--- config.mk ---
export PLATFORM = sky130hd
export DESIGN_NAME = vga_fetch
export DESIGN_NICKNAME = d
export VERILOG_FILES = /design/src/rtl/vga_fetch.sv
export SDC_FILE = /design/constraint.sdc
export NUM_CORES = 1
export LEC_CHECK = 0
export BUFFER_PORTS_ARGS = -buffer_cell sky130_fd_sc_hd__buf_2
export CAP_MARGIN = 25
export CORE_ASPECT_RATIO = 2
export CORE_MARGIN = 2
export CORE_UTILIZATION = 40
export CTS_CLUSTER_SIZE = 20
export DETAILED_ROUTE_END_ITERATION = 16
export MAX_ROUTING_LAYER = met4
export SYNTH_ARGS = -nofsm -noshare
export SYNTH_HDL_FRONTEND = slang
export SYNTH_SLANG_ARGS = --single-unit
--- constraint.sdc ---
create_clock -name clock -period 5.38 [get_ports clock]
set_clock_uncertainty 0.15 [all_clocks]
set_input_delay 1.076 -clock clock [delete_from_list [all_inputs] [get_ports clock]]
set_output_delay 1.076 -clock clock [all_outputs]
set_load 0.005 [all_outputs]
--- src/rtl/vga_fetch.sv ---
`default_nettype none
// =============================================================================
// Module      : vga_fetch
// Description : Framebuffer bus master feeding a show-ahead pixel FIFO.
// Revision    : 1.0 - initial release
// =============================================================================
module vga_fetch #(
    parameter logic [31:0] BASE_ADDR  = 32'h0000_0000,
    parameter int          LINE_WORDS = 160,
    parameter int          LINES      = 480,
    parameter int          FIFO_AW    = 4
) (
    input  logic        clock,
    input  logic        reset_n,
    output logic [31:0] vga_address,
    output logic        vga_read,
    input  logic        vga_wait,
    input  logic [31:0] vga_readdata,
    input  logic        frame_start,
    input  logic        pix_pop,
    output logic [31:0] pix_data,
    output logic        pix_valid,
    output logic        underrun,
    output logic        frame_done
);

    localparam int                 c_TOTAL = LINES * LINE_WORDS;
    localparam int                 c_IDX_W = (c_TOTAL > 1) ? $clog2(c_TOTAL) : 1;
    localparam int                 c_DEPTH = 2 ** FIFO_AW;
    localparam logic [c_IDX_W-1:0] c_LAST  = c_IDX_W'(c_TOTAL - 1);
    localparam logic [FIFO_AW:0]   c_FULL  = {1'b1, {FIFO_AW{1'b0}}};

    typedef enum logic [1:0] {
        S_IDLE = 2'd0,
        S_REQ  = 2'd1,
        S_GAP  = 2'd2,
        S_DONE = 2'd3
    } state_t;

    state_t               r_state;
    state_t               w_next;
    logic                 w_push;
    logic                 w_pop;
    logic [c_IDX_W-1:0]   r_word_idx;
    logic [FIFO_AW-1:0]   r_wr_ptr;
    logic [FIFO_AW-1:0]   r_rd_ptr;
    logic [FIFO_AW:0]     r_count;
    logic                 r_underrun;
    logic                 r_frame_done;
    logic [31:0]          r_mem [c_DEPTH];

    always_ff @(posedge clock) begin
        if (!reset_n) begin
            r_state <= S_DONE;
        end else begin
            r_state <= w_next;
        end
    end

    // A frame restart abandons any open request through GAP so the bus
    // controller always sees read low for a cycle before the next request.
    always_comb begin
        w_next = r_state;
        w_push = 1'b0;
        if (frame_start) begin
            w_next = (r_state == S_REQ) ? S_GAP : S_IDLE;
        end else begin
            case (r_state)
                S_IDLE: begin
                    if (r_count < c_FULL) begin
                        w_next = S_REQ;
                    end
                end
                S_REQ: begin
                    if (!vga_wait) begin
                        w_push = 1'b1;
                        w_next = S_GAP;
                    end
                end
                S_GAP: begin
                    w_next = r_frame_done ? S_DONE : S_IDLE;
                end
                default: begin
                    w_next = r_state;
                end
            endcase
        end
    end

    assign w_pop = pix_pop && (r_count != '0) && !frame_start;

    always_ff @(posedge clock) begin
        if (!reset_n) begin
            r_word_idx   <= '0;
            r_wr_ptr     <= '0;
            r_rd_ptr     <= '0;
            r_count      <= '0;
            r_underrun   <= 1'b0;
            r_frame_done <= 1'b1;
            for (int i = 0; i < c_DEPTH; i++) begin
                r_mem[i] <= '0;
            end
        end else if (frame_start) begin
            r_word_idx   <= '0;
            r_wr_ptr     <= '0;
            r_rd_ptr     <= '0;
            r_count      <= '0;
            r_underrun   <= 1'b0;
            r_frame_done <= 1'b0;
        end else begin
            if (w_push) begin
                r_mem[r_wr_ptr] <= vga_readdata;
                r_wr_ptr        <= r_wr_ptr + 1'b1;
                if (r_word_idx == c_LAST) begin
                    r_word_idx   <= '0;
                    r_frame_done <= 1'b1;
                end else begin
                    r_word_idx <= r_word_idx + 1'b1;
                end
            end
            if (w_pop) begin
                r_rd_ptr <= r_rd_ptr + 1'b1;
            end
            if (pix_pop && (r_count == '0)) begin
                r_underrun <= 1'b1;
            end
            case ({w_push, w_pop})
                2'b10:   r_count <= r_count + 1'b1;
                2'b01:   r_count <= r_count - 1'b1;
                default: r_count <= r_count;
            endcase
        end
    end

    assign vga_read    = (r_state == S_REQ);
    assign vga_address = BASE_ADDR + 32'({r_word_idx, 2'b00});
    assign pix_data    = r_mem[r_rd_ptr];
    assign pix_valid   = (r_count != '0);
    assign underrun    = r_underrun;
    assign frame_done  = r_frame_done;

endmodule
`default_nettype wire

; After elaboration in Yosys (flattened, before gate mapping)
; Memory sizes are Yosys's and may differ from the RTL's. A register that Yosys moved wholly into a read port is not among the register bits.
; Index checks and enable logic that the tools add are counted.
[word_totals]
ff_bits = 34
mem_bits_rw = 512
inputBits = 37
out_inout_bits = 68
elab_cells = 61
mem_count = 1
[memory_table]
columns = memory, words, word_bits, read_ports, rd_clocked_by_memory_dff, wr, line
row1 = r_mem, 16, 32, 1, 1, 16, 50  ; logic [31:0] r_mem [c_DEPTH];
[op_classes]
addsub = 5
n_lt_le_gt_ge = 1
eq_ne = 7
mux = 24
bitwise = 1
reduce_logical = 15
[ops]
columns = op, count
row1 = $mux W32, 1
row2 = $reduce_or A32 Y1, 1
row3 = $add A17 B1 Y17 const B, 1
row4 = $eq A17 B17 Y1 const B, 1
row5 = $mux W17, 1
row6 = $mux W1, 12
row7 = $mux W4, 3
row8 = $mux W2, 5
row9 = $pmux W5 S2, 1
row10 = $add A4 B1 Y4 const B, 2
row11 = $pmux W2 S3, 1
row12 = $reduce_bool A2 Y1, 3
row13 = $add A5 B1 Y5 const B, 1
row14 = $logic_not A5 Y1, 1
row15 = $lt A5 B5 Y1 const B, 1
row16 = $reduce_bool A5 Y1, 1
row17 = $sub A5 B1 Y5 const B, 1
row18 = $eq A2 B1 Y1 const B, 2
row19 = $eq A2 B2 Y1 const B, 2
row20 = $reduce_bool A4 Y1, 1
row21 = $logic_and A1 B1 Y1, 3
row22 = $ne A3 B2 Y1 const B, 1
row23 = $ne A3 B3 Y1 const B, 1
row24 = $reduce_and A3 Y1, 1
row25 = other kinds (5), 5

; Depth between registers and ports, before layout
[depth]
depth_word = 9
ltp_mapped = 13
depth_no_buf = 11

; Worst setup path before layout
; No wires, ideal clock.
[synth_timing]
path_type = input-to-reg
start = input port frame_start
end = memory r_mem[13][0], enable pin
setup_ns = 0.466
arrival_ns = 4.011
required_ns = 4.764
path_slack_ns = 0.753
stages = 4
path_buffers = 1
path_cell_list = buf_2 > and4bb_2 > nand2_1 > o21ai_0
[synth_rtl]
columns = item, line
row1 = "start, declared", 19  ; input logic frame_start,
row2 = "end, declared", 50

==> summary.md <==
| Metric | Value |
|---|---|
| Die W | 181 um |
| Net Sw Frac | 0.213 |
| Hold Fails Final Rpt | 0 |
| Status | completed |
| FF-to-FF End | r_mem[4][7] |
| Max-Cap Viols | 0 |
| Reg2reg path depth | 6 |
| CP arrival | about 3.1 ns |
| Via count | between 10k and 15k |
| RSZ-0062 raised after global routing | no |
| Routability cong. | just under 0.8 |
| Netlist cell types | 58 |
| Reg2reg setup slack | approximately 2.1 ns |
| Fill cell count | 5327 |
| Routed wire per std cell | 27.7 um |
| Hold Crit Class | reg -> reg |
| Adder-cell share of the synthesized area | 0.00550 |
| Global-route wire length before repair | around 100000 um |
| # hold bufs at CTS | 0 |
| Synth area leaders | edfxtp_1 (61%), mux4_2 (14%), and2_1 (13%), dfxtp_1 (3.0%), clkbuf_1 (1.5%) |
| Area share of and/or/nand/nor cells after synthesis | 0.156 |
| Core Rows | between 100 and 150 |
| Crit start category | flip-flop |
| Slew @ Worst Pin | ~1.1 ns |
| Setup_tns | 0 ns |
| Remaining DRCs | 0 |
| Gate power share | 0.046 |
| RR Startpoint | r_state[1] |
| Syn Area/Cell | between 15 and 20 um^2 |
| FFs w/ async S/R, synth | 0 |
| Power density cells | between 300 and 400 nW/um^2 |
| DP Area | around 27000 um^2 |
| Cells resized by post-CTS repair | 0 |
| Net Sw Power | 1.92 mW |
| Initial antenna violation count | 2 |
| Sink Count | 550 |
| Area delta synth->final | 13.1% |
| Peak Freq | around 230 MHz |
| EDFF count, synth | 512 |
| Cts bufs inserted | between 40 and 50 |
| Hold Crit Endpoint | underrun |
| Endpoints failing setup | 0 |
| Die area | between 60000 and 70000 um^2 |
| Port Buffer Count | 89 |
| H-tree Lvls | 2 |
| Flop pwr share | 0.537 |
| Via/cell ratio | between 5 and 6 |
| Synthesized area | about 25000 um^2 |
| Crit path time final | 4.31 ns |
| Nets | 1690 |
| Proportion of synthesized area in mux cells | 0.146 |
| Slowest cell delay on critical path | roughly 0.67 ns |
| Share of the synthesized area in the top cell type | 0.614 |
| Largest family of logic cells by synthesized area | simple AND/OR/NAND/NOR gates |
| Hold wc startpoint | underrun |
| Largest net degree at the start of global routing | 61 |
| CP cell instances | buf_4 > mux4_2 > mux4_2 > buf_2 |
| Critical path endpoint category | output port |
| IO Pins | approximately 110 |
| Synthesized netlist cell count | around 1.6k |
| Clock Pin Slew Worst Setup and Hold Paths | roughly 0.07 ns |
| Synth Area in XOR/XNOR | 0.00560 |
| Max VDD drop | roughly 0.23 mV |
| CP max stage cell | dfxtp_4 |
| Die H | 358 um |
| Seq cells post-synth | between 500 and 600 |
| DP HPWL | 43900 um |
| Share of cells above drive strength 1 | 0.242 |
| Hold Slack | ~0.32 ns |
| Max Root-Sink Buffers | 3 |
| Vias in the first global route | 14.6k |
| Global route total overflow | 0 |
| Max-slew violation count | 0 |
| Synth warn | 0 |
| Drt initial violations | about 1.2k |
| Clock share of power | 0.417 |
| Root buf cell | clkbuf_16 |
| Internal Power | roughly 7 mW |
| Drt total wl | between 60000 and 70000 um |
| Period Utilization, post-route | 0.802 |
| Starting density of the core | 0.405 |
| Area of the core | just over 60000 um^2 |
| Critical path class | reg -> out |
| Post-route ant nets | 0 |
| Post-synthesis compound-gate area fraction | 0.0143 |
| Clock insertion delay at the later pin of the skew report | ~0.6 ns |
| Crit-path most repeated cell | mux4_2 |
| CP required | slightly above 4 ns |
| Synth area leader | edfxtp_1 |
| Most frequent cells in the layout | and2_1 (512), edfxtp_1 (512), mux4_2 (160), buf_2 (89), clkbuf_16 (51) |
| DR pass1 iterations | 7 |
| Main synth FF type | edfxtp_1 |
| CTS tree | done |
| Post-layout instance area | around 28000 um^2 |
| Sequential area share after synthesis | 0.645 |
| Total global-route track usage | 0.221 |
| Postcts setup bufs | 0 |
| CP max FO | 22 |
| Leakage power | about 10 nW |
| Slew HR | 0.282 |
| Hold-critical path depth | 2 |
## stage by stage
step                total power [mW]  utilization  instances  setup slack [ns]
global route                    9.25        0.458       2468             0.873
floorplan                       5.15            -       1607             0.753
detailed placement              5.36        0.431       2376              1.57
CTS                             9.08        0.458       2466             0.937
global placement                5.34        0.426       2365              1.41
finish                          9.01        0.458       2468              1.07
## kinds of logic after synthesis
group / Yosys count
adders and majority gates: 11
buffers and inverters: 153
and+or+nand+nor: 641
xor gates and xnor gates: 16
muxes: 164
other: 1
DFF: 550
AOI/OAI and AO/OA: 57
## cells in the mapped netlist, types with 2 or more instances
| master | n |
|---|---|
| a22oi_1 | 3 |
| nor2b_1 | 4 |
| mux2i_1 | 4 |
| dfxtp_1 | 38 |
| buf_6 | 3 |
| nor3_2 | 4 |
| inv_1 | 9 |
| o211ai_1 | 2 |
| a31oi_1 | 2 |
| o311ai_0 | 3 |
| nand4_1 | 8 |
| or3_1 | 4 |
| and2_1 | 512 |
| or4_1 | 2 |
| nand3_1 | 9 |
| a21o_1 | 2 |
| nor3_1 | 3 |
| buf_4 | 25 |
| o21ai_0 | 20 |
| nor2_1 | 43 |
| nand2_1 | 21 |
| ha_1 | 11 |
| and3_1 | 2 |
| mux4_2 | 160 |
| buf_2 | 5 |
| clkbuf_1 | 101 |
| edfxtp_1 | 512 |
| nand4b_1 | 2 |
| o21a_1 | 4 |
| nor4_1 | 3 |
| nand2b_1 | 11 |
| buf_1 | 9 |
| a21oi_1 | 13 |
| xor2_1 | 11 |
| xnor2_1 | 5 |
## worst max-delay path, delay by kind of cell (launching register included)
kind                   cells  cell delay (ns)
DFF                        1             0.67
muxes                      2             1.10
buffers and inverters      2             0.66
## metal layers
| layer | track usage | up-vias | share of wire |
|---|---|---|---|
| met3 | 0.0211 | 120 | 0.040 |
| met5 | - | - | 0 |
| met4 | 0.0785 | 0 | 0.033 |
| li1 | - | 5926 | - |
| met2 | 0.422 | 395 | 0.57 |
| met1 | 0.234 | 7211 | 0.35 |
## power groups by stage
stage	Combinational (mW)	Clock (mW)	Sequential, mW
5_1_grt	0.443	3.95	4.85
4_1_cts	0.426	3.82	4.84
2_1_floorplan	0.219	0	4.93
6_report	0.414	3.76	4.84
3_5_place_dp	0.425	0	4.94
3_3_place_gp	0.405	0	4.93
## area by class of cell
class                      instances  area, um^2  share of cell area
inverter                           9        33.8             0.00119
sequential                       550       16100               0.570
multi-input combinational        904        8490               0.300
antenna                            1        2.50           0.0000884
clock buffer                      59        1310              0.0461
clock inverter                    31         374              0.0132
timing repair buffer             128         983              0.0347
tap                              786         983              0.0347
## flip-flops by register name (all words and copies together) (netlist names), named ones only
register and flops:
frame_done 1, r_count 5, r_mem 512, r_rd_ptr 4
r_state 2, r_word_idx 17, r_wr_ptr 4, underrun 1
## worst max-delay path by stage
stage	from	endpoint	slack (ns)	depth (start not counted)
6_report	flip-flop	pix_data[15]	1.07	4
5_1_grt	flip-flop	pix_data[15]	0.87	4
4_1_cts	flip-flop	pix_data[15]	0.94	4
3_5_place_dp	frame_start	r_mem[4][7]	1.57	5
3_3_place_gp	frame_start	r_mem[8][18]	1.41	5
2_1_floorplan	frame_start	r_mem[13][0]	0.75	4
Power figures use the tool's default switching activity.
